<file path="config.mk">
export PLATFORM = sky130hd
export DESIGN_NAME = code_capture_fifo
export DESIGN_NICKNAME = d
export VERILOG_FILES = /design/src/rtl/code_capture_fifo.sv
export SDC_FILE = /design/constraint.sdc
export NUM_CORES = 1
export LEC_CHECK = 0
export BUFFER_PORTS_ARGS = -buffer_cell sky130_fd_sc_hd__buf_4
export CAP_MARGIN = 40
export CORE_ASPECT_RATIO = 1.75
export CORE_MARGIN = 1.5
export CORE_UTILIZATION = 50
export CTS_BUF_LIST = sky130_fd_sc_hd__clkbuf_4 sky130_fd_sc_hd__clkbuf_8
export DETAILED_ROUTE_END_ITERATION = 10
export HOLD_SLACK_MARGIN = 0.03
export PLACE_DENSITY = 0.7
export SYNTH_ARGS = -nofsm -noshare
export SYNTH_HDL_FRONTEND = slang
export SYNTH_SLANG_ARGS = --single-unit
</file>
<file path="constraint.sdc">
create_clock -name clk -period 2.4 [get_ports clk]
set_clock_uncertainty 0.15 [all_clocks]
set_input_delay 0.36 -clock clk [delete_from_list [all_inputs] [get_ports clk]]
set_output_delay 0.36 -clock clk [all_outputs]
set_load 0.01 [all_outputs]
</file>
<file path="src/rtl/code_capture_fifo.sv">
// Rising-edge capture of the encoder's 3-bit code into a show-ahead FIFO with a valid/ready drain and sticky overflow.
// Optional macro CODE_PARITY_EN widens each entry with even parity and adds the out_par port.
module code_capture_fifo #(
  parameter int unsigned AW = 3
) (
  input  logic          clk,
  input  logic          rst,
  input  logic          code_vld,
  input  logic [2:0]    code_in,
  output logic          out_valid,
  input  logic          out_ready,
  output logic [2:0]    out_code,
  output logic [AW:0]   count,
  output logic          full,
  output logic          empty,
  output logic          overflow,
`ifdef CODE_PARITY_EN
  output logic          out_par,
`endif
  input  logic          clr_ovf
);

  localparam int unsigned DEPTH   = 2 ** AW;
  localparam logic [AW:0] DEPTH_C = (AW + 1)'(DEPTH);
`ifdef CODE_PARITY_EN
  localparam int unsigned EW = 4;
`else
  localparam int unsigned EW = 3;
`endif

  logic          vld_q, vld_d;
  logic [AW-1:0] rd_ptr_q, rd_ptr_d;
  logic [AW-1:0] wr_ptr_q, wr_ptr_d;
  logic [AW:0]   count_q, count_d;
  logic          ovf_q, ovf_d;
  logic [EW-1:0] mem_q [DEPTH];

  logic          push_req, push_ok, pop, drop;
  logic [EW-1:0] wdata, head;

  assign empty     = (count_q == '0);
  assign full      = (count_q == DEPTH_C);
  assign count     = count_q;
  assign overflow  = ovf_q;
  assign out_valid = ~empty;
  assign head      = mem_q[rd_ptr_q];
  assign out_code  = empty ? 3'b000 : head[2:0];
`ifdef CODE_PARITY_EN
  assign out_par   = empty ? 1'b0 : head[3];
  assign wdata     = {^code_in, code_in};
`else
  assign wdata     = code_in;
`endif

  always_comb begin
    push_req = code_vld & ~vld_q;
    pop      = out_valid & out_ready;
    // A full FIFO still accepts a push when the head leaves in the same cycle.
    push_ok  = push_req & (~full | pop);
    drop     = push_req & full & ~pop;

    vld_d    = code_vld;
    rd_ptr_d = rd_ptr_q;
    wr_ptr_d = wr_ptr_q;
    count_d  = count_q;
    ovf_d    = ovf_q;

    if (push_ok) wr_ptr_d = wr_ptr_q + AW'(1);
    if (pop)     rd_ptr_d = rd_ptr_q + AW'(1);

    case ({push_ok, pop})
      2'b10:   count_d = count_q + (AW + 1)'(1);
      2'b01:   count_d = count_q - (AW + 1)'(1);
      default: count_d = count_q;
    endcase

    if (drop)         ovf_d = 1'b1;
    else if (clr_ovf) ovf_d = 1'b0;
  end

  always_ff @(posedge clk or posedge rst) begin
    if (rst) begin
      vld_q    <= 1'b0;
      rd_ptr_q <= '0;
      wr_ptr_q <= '0;
      count_q  <= '0;
      ovf_q    <= 1'b0;
    end else begin
      vld_q    <= vld_d;
      rd_ptr_q <= rd_ptr_d;
      wr_ptr_q <= wr_ptr_d;
      count_q  <= count_d;
      ovf_q    <= ovf_d;
    end
  end

  // Storage is intentionally left out of reset.
  always_ff @(posedge clk) begin
    if (push_ok) mem_q[wr_ptr_q] <= wdata;
  end

endmodule

</file>
; Word-level counts from Yosys, hierarchy flattened
; Memory sizes are Yosys's and may differ from the RTL's.
; Index checks and enable logic that the tools add are counted.
[word_totals]
reg_bits = 12
wordCells = 32
ram_bits = 24
input_bits = 8
mem_count = 1
[op_classes]
eq_ne = 3
muxes = 6
bitwise = 10
n_reduce_logical = 3
add_sub_neg = 4
[mem_list]
columns = name, depth, word_bits, rd, rd_clocked_by_memory_dff, write_ports, line_no
row1 = mem_q, 8, 3, 1, 0, 1, 36  ; logic [EW-1:0] mem_q [DEPTH];
[ops]
columns = cell, count
row1 = 4-bit one-hot mux with 2 select lines, 1
row2 = 3-bit by 1-bit adder with 3-bit output (second input constant), 2
row3 = 1-bit bitwise AND, 5
row4 = 4-bit by 1-bit adder with 4-bit output (second input constant), 1
row5 = 4-bit equality test (second input constant), 1
row6 = 4-bit logical NOT, 1
row7 = 1-bit two-way mux, 4
row8 = 1-bit inverter, 4
row9 = 2-bit nonzero test, 2
row10 = 4-bit by 1-bit subtractor with 4-bit output (second input constant), 1
row11 = 3-bit two-way mux, 1
row12 = 2-bit by 1-bit equality test with 1-bit output (second input constant), 1
row13 = 2-bit equality test (second input constant), 1
row14 = 1-bit bitwise OR, 1

; Depth between registers and ports, before layout
; Gate-level depths: netlist of run 1.
[logic_depth]
ltp_word = 7
mapped_depth = 8
depth_no_buf = 7

; Least setup slack after synthesis of run 1
; OpenSTA, ideal clock, no wires.
[synth_path]
path_kind = reg-to-reg
start = reg count_q[1], in the netlist count[1]
end = reg count_q[2], in the netlist count[2]
path_slack_ps = 434
required_ps = 2170
t_arrival_ps = 1736
path_stages_with_launch = 8
path_cell_list = dfrtp_1 > buf_6 > o41a_1 > nand2_1 > xnor2_1 > ha_1 > o31ai_1 > xor2_1
[synth_via]
elab_chain_len = 7
word_cells_on_any_way = 13
classes_between = 2 x add/sub / 3 x eq/ne / 1 x mux / 5 x bitwise / 2 x reduce/logical
[synth_lines]
columns = element, line_no
row1 = from (decl), 34  ; logic [AW:0] count_q, count_d;
row2 = from (signal assigned), 92  ; count_q <= count_d;
row3 = 4-bit logical NOT, 41  ; assign empty = (count_q == '0);
row4 = 1-bit inverter, 45  ; assign out_valid = ~empty;
row5 = 1-bit bitwise AND, 57  ; pop = out_valid & out_ready;
row6 = 1-bit bitwise OR, 59  ; push_ok = push_req & (~full | pop);
row7 = 1-bit bitwise AND, 59
row8 = 2-bit by 1-bit equality test with 1-bit output / 2-bit equality test (equally long branches), 71  ; case ({push_ok, pop})
row9 = 4-bit one-hot mux with 2 select lines / 2-bit nonzero test (equally long branches), -
; Several ways; a longest one is shown, not always the timed one.
; A chain may end at the register's enable or synchronous reset.

; Worst setup path after layout of run 1
[layout_path]
start = reg rd_ptr_q[0]
end = out out_code[0]
[layout_via]
elab_chain_len = 2
[layout_lines]
columns = element, line_no
row1 = from (decl), 32  ; logic [AW-1:0] rd_ptr_q, rd_ptr_d;
row2 = from (signal assigned), 90  ; rd_ptr_q <= rd_ptr_d;
row3 = memory 8 x 3 bit, -
row4 = 3-bit two-way mux, 47  ; assign out_code = empty ? 3'b000 : head[2:0];
row5 = to (decl), 12  ; output logic [2:0] out_code,
; Every way passes these cells.

==> summary.txt, run 1 <==
Run status
  – Outcome: finished clean

Synth
  – Gate Count Post-Synth: ~110
  – Synthesized area: between 1500 and 2000 µm²
  – Post-Syn Nets: about 120
  – Post-synthesis sequential area ratio: a little over three fifths
  – Register bit total from synthesis: 36
  – Ys Warns: 0
  – Avg Cell Area, Syn: ~14 µm²
  – Post-synthesis cell type count: 33

Placement
  – Place WS: 0.184 ns
  – Buffers on Ports: 18
  – GP Congestion: 0.749
  – Post-detail-place hpwl: roughly 2100 µm
  – # placed instances: 170
  – Cell Area, Placed: ~1800 µm²

Critical path
  – Crit start category: flop
  – Reg2Reg Setup Slack: ~0.24 ns
  – Crit path max fanout: 8
  – Worst Path Required: 1.89 ns
  – Setup CP Type: flop to output pin
  – Critical path arrival: about 1.7 ns
  – Worst Setup SP: rd_ptr_q[0]
  – Reg2Reg Launch Point: count[2]
  – Reg2Reg Depth: 6
  – CP endpoint kind: output pin
  – Crit path to: out_code[0]
  – Worst reg2reg endpoint: count[2]

GRT
  – Gr ovfl total: 0
  – Vias in the first global route: a little over 1k
  – All-Layer GR Usage: a little under a fifth
  – Largest net degree at the start of global routing: 14
  – First-pass GRT wire length: ~4600 µm
  – Initial antenna violation count: 0

Floorplanning
  – Cell row count: 27
  – Core area: roughly 3100 µm²
  – Starting Density: 52.1%
  – # IOs: 19
  – DIE WIDTH: 46.0 µm
  – Die H: approximately 78 µm
  – Die ar.: between 3000 and 4000 µm²

Finish
  – Synth-to-Final Area Change: 18.1%
  – Filler instances: ~260
  – Finished Core Util: around three fifths
  – Final #Nets: ~150
  – Post-route cell area: approximately 1900 µm²
  – Commonest non-fill, non-tap cells in the layout: 24 x edfxtp_1, 19 x buf_4, 16 x nand2_1
  – Antenna Cells: 0
  – Finished Layout Cells: 179
  – Share of cells above drive strength 1: 30.1%
  – Commonest non-fill, non-tap cell in the layout: edfxtp_1

STA
  – Fin Hold WS: slightly below 0.05 ns
  – Hold Vio Cnt, Final: 0
  – Worst slew pin tran: approximately 0.68 ns
  – Worst slew margin: 53.8%
  – Final setup viols: 0
  – Maximum clock frequency: roughly 0.45 GHz
  – Final setup TNS: 0 ns
  – Setup WS post-layout: between 0.15 and 0.2 ns
  – Tcrit/Tclk final: around 92%
  – Fin. max-slew vios: 0
  – Final Critical Period: 2.21 ns
  – RSZ-0062 raised after global routing: false

Min path
  – HP Class: input pin to flop
  – Hold_sp: code_vld

Clock network
  – CTS buffer count: 5
  – Root Buffer: clkbuf_8
  – Clk sinks: 36
  – Clock slew at reported path FFs: 0.07 ns
  – Clock Tree Buf Depth: 2
  – CTS tree: built
  – H-tree lvl count: 2
  – Clk_lat worst skew: roughly 0.28 ns
  – Post-CTS setup buffer count: 0

Route
  – Vias/cell: 5.36
  – Antenna viol nets, final: 0
  – DRC: 0
  – 1st-pass router iterations: 4
  – Total Wirelength: approximately 2700 µm
  – Drt wl/cell: 15.2 µm
  – Vias after detailed routing: ~960
  – Initial drt markers: 30

Run
  – Max Cap Viol: 0

Power
  – LEAKAGE: just over 0.7 nW
  – Total power of the final layout: 2.11 mW
  – Worst vdd ir: ~0.65 mV
  – Pwr/cell area: 1100 nW/µm²
-- routing by layer --
layer | global-route usage [%] | wire, µm | vias to the layer above
met5 | 0 | 0 | -
met4 | 9.14 | 46 | 0
met3 | 5.52 | 76 | 6
met2 | 32.8 | 1610 | 18
met1 | 18.9 | 991 | 473
li1 | - | - | 462
-- cell families after synthesis --
| logic type | count (synthesis) | synth area share (%) |
|---|---|---|
| adders and majority gates | 3 | 2.32 |
| xor gates and xnor gates | 6 | 3.24 |
| muxes | 11 | 11.5 |
| and+or+nand+nor | 39 | 12.0 |
| buffers and inverters | 10 | 2.93 |
| DFF | 36 | 63.0 |
| AOI/OAI and AO/OA | 8 | 4.94 |
-- cell type report --
class	count	area, µm²	area share, %
inverter	5	18.8	0.980
tap	43	53.8	2.81
multi-input combinational	67	552	28.8
timing repair buffer	20	153	7.97
sequential	36	1020	53.4
clock inverter	3	46.3	2.42
clock buffer	5	68.8	3.59
-- flip-flops by register name (all words and copies together) (netlist names) --
| register | count |
|---|---|
| mem_q | 24 |
| vld_q | 1 |
| rd_ptr_q | 3 |
| overflow | 1 |
| count | 4 |
| wr_ptr_q | 3 |
-- cell usage after synthesis --
cell / n / area share, %
buf_2: 2 / 0.62
a21oi_1: 1 / 0.31
nand3_1: 2 / 0.62
xor2_1: 1 / 0.54
xnor2_1: 5 / 2.7
nor4b_1: 1 / 0.54
nand4_1: 1 / 0.39
o41a_1: 1 / 0.69
mux2_2: 1 / 0.69
or4_1: 1 / 0.46
dfrtp_1: 12 / 19
a32o_1: 1 / 0.62
inv_2: 2 / 0.46
or4b_4: 1 / 0.85
nor3_1: 3 / 0.93
o41ai_2: 1 / 1.0
nor2_1: 7 / 1.6
a21oi_2: 1 / 0.54
clkbuf_1: 2 / 0.46
inv_1: 3 / 0.69
nor3b_1: 3 / 1.4
ha_1: 3 / 2.3
mux4_2: 6 / 8.3
mux2i_1: 4 / 2.5
o21ai_1: 1 / 0.31
nor2b_1: 1 / 0.39
nor4_1: 2 / 0.77
buf_6: 1 / 0.69
nand2b_1: 1 / 0.39
nand2_1: 16 / 3.7
o21ai_4: 1 / 1.0
o31ai_1: 1 / 0.46
edfxtp_1: 24 / 44
-- repair_timing --
item                                    CTS  global route
resized for setup                         0             1
endpoints found under the setup margin    0             3
hold buffers                              1             0
endpoints found under the hold margin    12             0
-- critical path, cell delays in order (launching register included) --
cell     delay [ns]
dfrtp_2        0.51
mux4_2         0.56
mux2i_1        0.14
nor2_1         0.06
buf_4          0.14
-- how the worst min path moves through the flow --
stage | slack [ns] | to | depth (start not counted)
after detailed placement | 0.26 | wr_ptr_q[1] | 2
after global placement | 0.25 | wr_ptr_q[2] | 2
after floorplan | 0.07 | count[0] | 1
final | 0.05 | vld_q | 1
after global routing | 0.04 | vld_q | 1
after CTS | 0.04 | vld_q | 1
-- power breakdown --
| group | switching [mW] | leakage [nW] | internal [mW] | total, mW |
|---|---|---|---|---|
| clock | 0.222 | 0.0548 | 0.313 | 0.535 |
| combinational | 0.256 | 0.310 | 0.357 | 0.613 |
| sequential | 0.195 | 0.363 | 0.772 | 0.967 |
| total | 0.674 | 0.727 | 1.44 | 2.11 |
Power figures use the tool's default switching activity.
==> run 2, diff against run 1 <==
MAX_ROUTING_LAYER = met4   (was not set)
clock period = 2.7 ns   (was 2.4 ns; I/O delays follow)
==> summary.txt, run 2 (same netlist as run 1, synthesis figures left out) <==
STA
  – Fin. max-slew vios: 0 (unchanged)
  – Tcrit/Tclk final: 88.8%
  – Final setup viols: 0 (unchanged)
  – Maximum clock frequency: around 0.42 GHz
  – Setup WS post-layout: 0.303 ns (+0.108 ns)
  – Final Critical Period: around 2.4 ns
  – Worst slew margin: 58.1% (+4.4 points)
  – Final setup TNS: 0 ns (unchanged)
  – Hold Vio Cnt, Final: 0 (unchanged)
  – RSZ-0062 raised after global routing: false
  – Worst slew pin tran: 0.619 ns (-0.0650 ns)

Route
  – Total Wirelength: 2730 µm (+0.18%)
  – Vias after detailed routing: 947 (-1.3%)
  – DRC: 0 (unchanged)
  – Initial drt markers: 19 (-37%)
  – Antenna viol nets, final: 0 (unchanged)
  – Vias/cell: 5.29 (-1.3%)
  – Drt wl/cell: 15.3 µm (+0.18%)
  – 1st-pass router iterations: 4 (unchanged)

Critical path
  – Crit start category: flop
  – Critical path arrival: 1.84 ns (+0.14 ns)
  – Crit path max fanout: 8 (unchanged)
  – Worst Path Buf+Inv: 1 (unchanged)
  – Reg2Reg Launch Point: count[2]
  – Worst Path Required: 2.14 ns (+0.25 ns)
  – Setup CP Type: flop to output pin
  – Reg2Reg Depth: 6 (unchanged)
  – Worst reg2reg endpoint: count[2]
  – CP Cell Sequence: mux4_2, mux2i_1, nor2_1, buf_4
  – Crit-path slowest cell: dfrtp_1
  – Crit-path max cell delay: 0.61 ns (+0.05 ns)
  – Family with the most delay on the worst path: multiplexers
  – Reg2Reg Setup Slack: 0.53 ns (+0.29 ns)
  – CP endpoint kind: output pin

Clock network
  – Root Buffer: clkbuf_8
  – H-tree lvl count: 2 (unchanged)
  – CTS tree: built
  – Clk_lat worst skew: 0.28 ns (about the same)
  – CTS buffer count: 5 (unchanged)
  – Clock Tree Buf Depth: 2 (unchanged)
  – Clk sinks: 36 (unchanged)
  – Post-CTS setup buffer count: 0 (unchanged)
  – Clock slew at reported path FFs: 0.07 ns (about the same)

Finish
  – Antenna Cells: 0 (unchanged)
  – Synth-to-Final Area Change: 17.8%
  – Max reg flops: 24 (unchanged)
  – Share of cells above drive strength 1: 29.4% (-0.74 points)
  – Biggest register: mem_q
  – Commonest non-fill, non-tap cell in the layout: edfxtp_1
  – Final #Nets: 146 (unchanged)
  – Commonest non-fill, non-tap cells in the layout: 24 x edfxtp_1, 19 x buf_4, 16 x nand2_1

Power
  – Pwr/cell area: 975 nW/µm² (-12%)
  – LEAKAGE: 0.732 nW (+0.66%)
  – Worst vdd ir: 0.780 mV (+19%)
  – Total power of the final layout: 1.86 mW (-12%)

GRT
  – First-pass GRT wire length: 4720 µm (+2.1%)
  – Vias in the first global route: 991 (-2.3%)
  – Largest net degree at the start of global routing: 13 (-1)
  – Initial antenna violation count: 0 (unchanged)
  – Gr ovfl total: 0 (unchanged)
  – All-Layer GR Usage: 19.3% (+0.54 points)

Floorplanning
  – DIE WIDTH: 46.0 µm (unchanged)
  – Die ar.: 3600 µm² (unchanged)
  – Cell row count: 27 (unchanged)
  – Starting Density: 52.1% (unchanged)
  – # IOs: 19 (unchanged)
  – Core area: 3110 µm² (unchanged)
  – Die H: 78.3 µm (unchanged)

Min path
  – Hold_sp: code_vld
  – WHS Endpoint: vld_q
  – HP Class: input pin to flop
  – Hold Path Stages: 1 (unchanged)

Placement
  – Buffers on Ports: 18 (unchanged)
  – Post-detail-place hpwl: 2090 µm (-1.1%)
  – Place WS: 0.528 ns (+0.344 ns)
  – GP Congestion: 0.826 (+10%)

Run status
  – Outcome: finished clean

Run
  – Max Cap Viol: 0 (unchanged)
## run 2: cell types whose count changed in the layout (fill, tap and decap cells not counted), sizes merged
cell / change
clkinv: +1
clkinvlp: -1
clkbuf: +1
inv: -1
## run 2: how the worst max path moves through the flow
| stage | start | endpoint | slack, ns | cells after the start |
|---|---|---|---|---|
| 6_report | rd_ptr_q[0] | out_code[0] | 0.30 | 4 |
| 5_1_grt | rd_ptr_q[0] | out_code[1] | 0.19 | 4 |
| 4_1_cts | rd_ptr_q[0] | out_code[0] | 0.29 | 4 |
| 3_5_place_dp | code_vld | mem_q[2][1] | 0.53 | 4 |
| 3_3_place_gp | count[2] | count[2] | 0.57 | 6 |
| 2_1_floorplan | count[1] | out_code[0] | 0.72 | 3 |
## run 2: worst register-to-register path: stages (launching register included)
cell     delay (ns)
dfrtp_1        0.48
o41a_1         0.49
nand2_1        0.17
xnor2_1        0.09
ha_1           0.21
o31ai_1        0.35
xor2_1         0.17
## run 2: final cells by class
type | instances | area, µm²
Clock buffer | 6 | 76.3
Multi-Input combinational cell | 67 | 552
Fill cell | 262 | 1200
Clock inverter | 2 | 35.0
Timing Repair Buffer | 20 | 153
Inverter | 5 | 18.8
Tap cell | 43 | 53.8
Sequential cell | 36 | 1020
## run 2: stage by stage
step / cells / hold slack, ns / utilization [%] / instance area, µm²
after floorplan: 113 / 0.120 / - / 1620
after global placement: 170 / 0.302 / 57.5 / 1790
after detailed placement: 170 / 0.315 / 57.5 / 1790
after CTS: 179 / 0.0929 / 61.4 / 1910
after global routing: 179 / 0.0846 / 61.4 / 1910
final: 179 / 0.0965 / 61.4 / 1910
## run 2: what timing repair did
action	4_1_cts	5_1_grt
gates resized for setup	0	0
endpoints found under the hold margin	12	0
hold buffers	1	0
endpoints found under the setup margin	0	0
## run 2: power breakdown
part | internal, mW | switching [mW]
clock network | 0.284 | 0.180
logic | 0.318 | 0.220
registers | 0.685 | 0.176
total | 1.29 | 0.576
## run 2: metal layers
layer  GRT usage [%]  up-vias  routed length, µm
met2            32.8       18               1620
met1            20.9      465               1010
met3            5.06        4                 78
met4            6.57        0                 31
met5               -        -                  0
li1                -      460                  -
